## src/rtl/spi_pixel_rx.sv

```systemverilog
// spi_pixel_rx: SPI mode-0 slave that decodes a command byte and emits RGB565 pixel write pulses
module spi_pixel_rx #(
    parameter int          FRAME_PIXELS = 130560,
    parameter logic [7:0]  CMD_FRAME    = 8'h01,
    parameter logic [7:0]  CMD_CONT     = 8'h02
) (
    input  logic        i_clk,
    input  logic        i_rst,
    input  logic        i_spi_clk,
    input  logic        i_spi_cs,
    input  logic        i_spi_mosi,
    output logic [15:0] o_pixel_data,
    output logic        o_pixel_en_pls,
    output logic        o_vsync_pls,
    output logic [16:0] o_pixel_cnt,
    output logic        o_overrun,
    output logic        o_busy
);
    typedef enum logic [1:0] {S_IDLE, S_CMD, S_PIX, S_DISCARD} state_t;
    localparam logic [16:0] LP_MAX = 17'(FRAME_PIXELS);
    state_t      r_state, w_nxt_state;
    logic        r_sck_s1, r_sck_s2, r_sck_s3;
    logic        r_cs_s1, r_cs_s2, r_cs_s3;
    logic        r_mosi_s1, r_mosi_s2;
    logic [1:0]  r_sync_vld;
    logic        r_cs_block;
    logic [15:0] r_shift;
    logic [3:0]  r_bit_cnt;
    logic [15:0] r_pixel_data;
    logic        r_pixel_en, r_vsync, r_overrun;
    logic [16:0] r_pixel_cnt;
    logic        w_sck_rise, w_cs_fall, w_cs_rise, w_shift_en, w_cmd_done, w_pix_done;
    logic [15:0] w_word;
    logic [7:0]  w_byte;
    assign w_sck_rise = r_sck_s2 & ~r_sck_s3;
    // A CS fall seen while still blocked belongs to a transaction that was cut by reset
    assign w_cs_fall  = ~r_cs_s2 & r_cs_s3 & ~r_cs_block;
    assign w_cs_rise  = r_cs_s2 & ~r_cs_s3;
    assign w_word     = {r_shift[14:0], r_mosi_s2};
    assign w_byte     = w_word[7:0];
    assign w_shift_en = w_sck_rise & ~w_cs_rise & (r_state == S_CMD || r_state == S_PIX);
    assign w_cmd_done = w_shift_en & (r_state == S_CMD) & (r_bit_cnt == 4'd7);
    assign w_pix_done = w_shift_en & (r_state == S_PIX) & (r_bit_cnt == 4'd15);
    assign o_pixel_data   = r_pixel_data;
    assign o_pixel_en_pls = r_pixel_en;
    assign o_vsync_pls    = r_vsync;
    assign o_pixel_cnt    = r_pixel_cnt;
    assign o_overrun      = r_overrun;
    assign o_busy         = (r_state != S_IDLE);
    // Two-flop synchronisers plus edge-detect stage; block CS until the pins have flushed through after reset and CS is seen high
    always_ff @(posedge i_clk) begin
        if (i_rst) begin
            {r_sck_s1, r_sck_s2, r_sck_s3} <= 3'b000;
            {r_cs_s1, r_cs_s2, r_cs_s3}    <= 3'b111;
            {r_mosi_s1, r_mosi_s2}         <= 2'b00;
            r_sync_vld                     <= 2'b00;
            r_cs_block                     <= 1'b1;
        end else begin
            {r_sck_s1, r_sck_s2, r_sck_s3} <= {i_spi_clk, r_sck_s1, r_sck_s2};
            {r_cs_s1, r_cs_s2, r_cs_s3}    <= {i_spi_cs, r_cs_s1, r_cs_s2};
            {r_mosi_s1, r_mosi_s2}         <= {i_spi_mosi, r_mosi_s1};
            r_sync_vld                     <= {r_sync_vld[0], 1'b1};
            r_cs_block                     <= r_cs_block & ~(r_sync_vld[1] & r_cs_s2);
        end
    end
    // State register
    always_ff @(posedge i_clk) begin
        if (i_rst) r_state <= S_IDLE;
        else       r_state <= w_nxt_state;
    end
    // Next state: CS deassertion always wins, the command byte selects pixel reception or discard
    always_comb begin
        w_nxt_state = r_state;
        if (w_cs_rise)
            w_nxt_state = S_IDLE;
        else if (r_state == S_IDLE && w_cs_fall)
            w_nxt_state = S_CMD;
        else if (w_cmd_done)
            w_nxt_state = (w_byte == CMD_FRAME || w_byte == CMD_CONT) ? S_PIX : S_DISCARD;
    end
    // Shift register, bit counter, pixel/vsync pulses and frame accounting
    always_ff @(posedge i_clk) begin
        if (i_rst) begin
            r_shift      <= '0;
            r_bit_cnt    <= '0;
            r_pixel_data <= '0;
            r_pixel_en   <= 1'b0;
            r_vsync      <= 1'b0;
            r_pixel_cnt  <= '0;
            r_overrun    <= 1'b0;
        end else begin
            r_pixel_en <= 1'b0;
            r_vsync    <= 1'b0;
            if (r_state == S_IDLE && w_cs_fall) begin
                r_shift   <= '0;
                r_bit_cnt <= '0;
            end else if (w_shift_en) begin
                r_shift   <= w_word;
                r_bit_cnt <= w_cmd_done ? 4'd0 : r_bit_cnt + 4'd1;
            end
            if (w_cmd_done && w_byte == CMD_FRAME) begin
                r_vsync     <= 1'b1;
                r_pixel_cnt <= '0;
                r_overrun   <= 1'b0;
            end
            if (w_pix_done) begin
                if (r_pixel_cnt == LP_MAX) begin
                    r_overrun <= 1'b1;
                end else begin
                    r_pixel_data <= w_word;
                    r_pixel_en   <= 1'b1;
                    r_pixel_cnt  <= r_pixel_cnt + 17'd1;
                end
            end
        end
    end
endmodule

```

## config.mk

```make
export PLATFORM = sky130hd
export DESIGN_NAME = spi_pixel_rx
export DESIGN_NICKNAME = d
export VERILOG_FILES = /design/src/rtl/spi_pixel_rx.sv
export SDC_FILE = /design/constraint.sdc
export NUM_CORES = 1
export LEC_CHECK = 0
export ABC_AREA = 0
export CELL_PAD_IN_SITES_DETAIL_PLACEMENT = 0
export CELL_PAD_IN_SITES_GLOBAL_PLACEMENT = 1
export CORE_AREA = 2 2 83 85
export DETAILED_ROUTE_END_ITERATION = 12
export DIE_AREA = 0 0 85 87
export PLACE_DENSITY_LB_ADDON = 0.1
export SYNTH_ARGS = -nofsm -noshare
export SYNTH_HDL_FRONTEND = slang
export SYNTH_SLANG_ARGS = --single-unit
```

## constraint.sdc

```tcl
create_clock -name i_clk -period 5.6 [get_ports i_clk]
set_input_delay 0.56 -clock i_clk [delete_from_list [all_inputs] [get_ports i_clk]]
set_output_delay 0.56 -clock i_clk [all_outputs]
set_load 0.05 [all_outputs]
```

==> impl_metrics.env <==
export IMPL_outcome="finished, final reports clean"
export IMPL_fp_dieArea_sq_um=7400
export IMPL_fp_dieW_microns=85
export IMPL_cp_data_arrival_time_ns=2.89
export IMPL_grt_ovf=0
export IMPL_yosys_top_cells_count="dfxtp_1 (68), nand2_1 (49), nor2_1 (36)"
export IMPL_antenna_found_initial=0
export IMPL_gpl_final_weighted_congestion=0.712
export IMPL_tritoncts="built"
export IMPL_finClkSkew_ns=0.00631
export IMPL_slew_headroom=0.446
export IMPL_p_leak_nw=1.14
export IMPL_htree_num_levels=3
export IMPL_synth_top_cell_by_area="dfxtp_1"
export IMPL_wl_per_cell_microns=12.8
export IMPL_timing_rr_start="r_bit_cnt[0]"
export IMPL_maximum_achievable_frequency_mhz=373
export IMPL_fill_cells=636
export IMPL_num_antenna_cells=0
export IMPL_post_drt_via_cell_ratio=5.05
export IMPL_worstReg2RegEnd="o_pixel_cnt[13]"
export IMPL_clk_pin_slew_worst_paths_ns=0.07
export IMPL_cts_buffers=9
export IMPL_synth_seq_area_share=0.503
export IMPL_row_count=30
export IMPL_remaining_drc_errors=0
export IMPL_dr_total_vias=2145
export IMPL_tmin_final_ns=2.68
export IMPL_power_per_cell_area_nw_per_um2=283
export IMPL_total_power_mw=0.962
export IMPL_endpoint_kind="register"
export IMPL_layout_drive_gt1_share=0.0725
export IMPL_synthDistinctLibCells=40
export IMPL_max_capacitance_violation_count=0
export IMPL_first_pass_grt_wire_length_mm=9.20
export IMPL_worstSetupStartpointType="register"
export IMPL_ff2ff_setup_slack_ns=2.92
export IMPL_place_detailed_instances=409
export IMPL_post_cts_resized=0
export IMPL_min_path_cells=1
export IMPL_hold_viol_final=0
export IMPL_ctsHoldBuffers=0
export IMPL_post_synth_main_area_contributors="dfxtp_1 (50%), nand2_1 (6.8%), mux2i_1 (6.3%)"
export IMPL_clock_sinks=68
export IMPL_cp_data_required_time_ns=5.81
export IMPL_area_growth_pct=25.6
export IMPL_setup_total_negative_slack_ns=0
export IMPL_synth_net_count=309
export IMPL_num_nets_final=351
export IMPL_synthDominantCellAreaShare=0.503
export IMPL_grt_start_max_net_pins=32
export IMPL_layout_setup_ws_ns=2.92
export IMPL_fin_crit_sh=0.479
export IMPL_synth_ff_latch_count=68
export IMPL_slew_at_the_pin_closest_to_its_max_slew_limit_ns=0.823
export IMPL_edff_count_synth=0
export IMPL_timing_critical_path_fanout_max=15
export IMPL_netlist_area_sq_um=2710
export IMPL_most_instantiated_flip_flop_cell_in_the_synthesis_netlist="dfxtp_1"
export IMPL_maxSlewViolCount=0
export IMPL_postCtsSetupBuffers=0
export IMPL_clock_latency_on_the_worst_skew_pair_ns=0.34
export IMPL_drtAntennaViolNets=0
export IMPL_stdcell_count=425
export IMPL_synth_most_common_cell="dfxtp_1"
export IMPL_clk_root_buffer_cell="clkbuf_8"
export IMPL_rsz0062_at_grt="false"
export IMPL_cts_buffer_depth=2
export IMPL_min_delay_start="r_cs_s1"
export IMPL_dpl_worst_slack_ns=2.93
export IMPL_path_class="register to register"
export IMPL_place_port_buffers=41
export IMPL_hold_end="r_cs_s2"
export IMPL_postSynthCellCount=298
export IMPL_post_synth_cell_area_avg_sq_um=9.09
export IMPL_initial_core_util=0.412
export IMPL_max_vdd_ir_drop_v=0.000224
export IMPL_timing_reg2reg_worst_path_depth=6
export IMPL_postSynth_asyncResetShare=0
export IMPL_die_h_microns=87
export IMPL_min_delay_path_class="register to register"
export IMPL_first_global_vias=1982
export IMPL_grt_util_all_layers=0.158
export IMPL_fp_coreArea_sq_um=6570
export IMPL_drt_wl_total_mm=5.45
export IMPL_io_pin_count=42
export IMPL_drt_first_iter_violations=79
export IMPL_yosysWarnings=0
export IMPL_dp_hpwl_mm=3.69
export IMPL_drt_first_pass_iters=4
export IMPL_finalSetupViolations=0
per-stage QoR:
stage | util | hold slack, ns | instance area (sq um)
final | 0.518 | 0.411 | 3400
after CTS | 0.518 | 0.413 | 3400
after floorplan | - | 0.389 | 2710
after detailed placement | 0.483 | 0.394 | 3180
after global placement | 0.483 | 0.392 | 3180
after global routing | 0.518 | 0.435 | 3400
registers in the layout, summed over array words and instances (netlist names), 2 cells and up:
| name | count |
|---|---|
| o_pixel_cnt | 17 |
| o_pixel_data | 16 |
| r_shift | 15 |
| r_bit_cnt | 4 |
| r_state | 2 |
| r_sync_vld | 2 |
cells by family (layout without fill, tap and decap cells):
logic type / after synthesis / count (layout) / synth area share
flops: 68 / 68 / 0.503
compound gates: 30 / 30 / 0.0638
buf+inv: 23 / 70 / 0.0351
mux: 18 / 18 / 0.0670
xor+xnor: 14 / 14 / 0.0453
simple gates: 139 / 139 / 0.258
fa+ha+maj: 6 / 6 / 0.0277
routing by layer:
layer | share of wire | vias up | track usage
met5 | 0 | - | 0
met4 | 0.018 | 0 | 0.0779
met3 | 0.037 | 7 | 0.0389
met2 | 0.46 | 36 | 0.252
met1 | 0.48 | 1006 | 0.201
li1 | - | 1096 | -
final cells by class:
type,count,area (sq um),area share
Timing Repair Buffer,42,418,0.123
Multi-Input combinational cell,207,1250,0.368
Tap cell,80,100,0.0294
Clock inverter,5,83.8,0.0247
Clock buffer,11,141,0.0416
Inverter,12,45.0,0.0132
Sequential cell,68,1360,0.400
worst max-delay path: stages, from the launching register on:
cell and delay, ns:
dfxtp_1 0.36, ha_1 0.21, and4_1 0.22, nand4_1 0.53, nor4_1 0.92, a31o_2 0.25, a21oi_1 0.05
cell usage in the layout, fill, tap and decap left out, types with 3 or more instances in the layout:
cell / instances
a21oi_1: 21
and3_1: 3
clkbuf_8: 10
clkdlybuf4s50_1: 41
dfxtp_1: 68
ha_1: 6
inv_1: 12
mux2i_1: 17
nand2_1: 49
nand3_1: 6
nand4_1: 6
nor2_1: 36
nor2b_1: 7
nor3_1: 5
nor4_1: 8
xnor2_1: 13
how the worst max path moves through the flow:
stage	from	depth (start not counted)	endpoint	slack [ns]
global route	r_bit_cnt[0]	6	o_pixel_cnt[13]	2.66
detailed placement	r_bit_cnt[0]	6	o_pixel_cnt[13]	2.93
finish	r_bit_cnt[0]	6	o_pixel_cnt[13]	2.92
CTS	r_bit_cnt[0]	6	o_pixel_cnt[13]	2.91
floorplan	o_pixel_cnt[9]	6	o_pixel_data[10]	3.31
global placement	r_bit_cnt[0]	6	o_pixel_cnt[13]	3.01
report_power, final:
group	internal, mW	leakage [nW]	switching [mW]
logic	0.00638	0.485	0.0118
clock network	0.265	0.106	0.190
registers	0.487	0.550	0.00154
No activity file was read; power rests on OpenSTA's default activity.
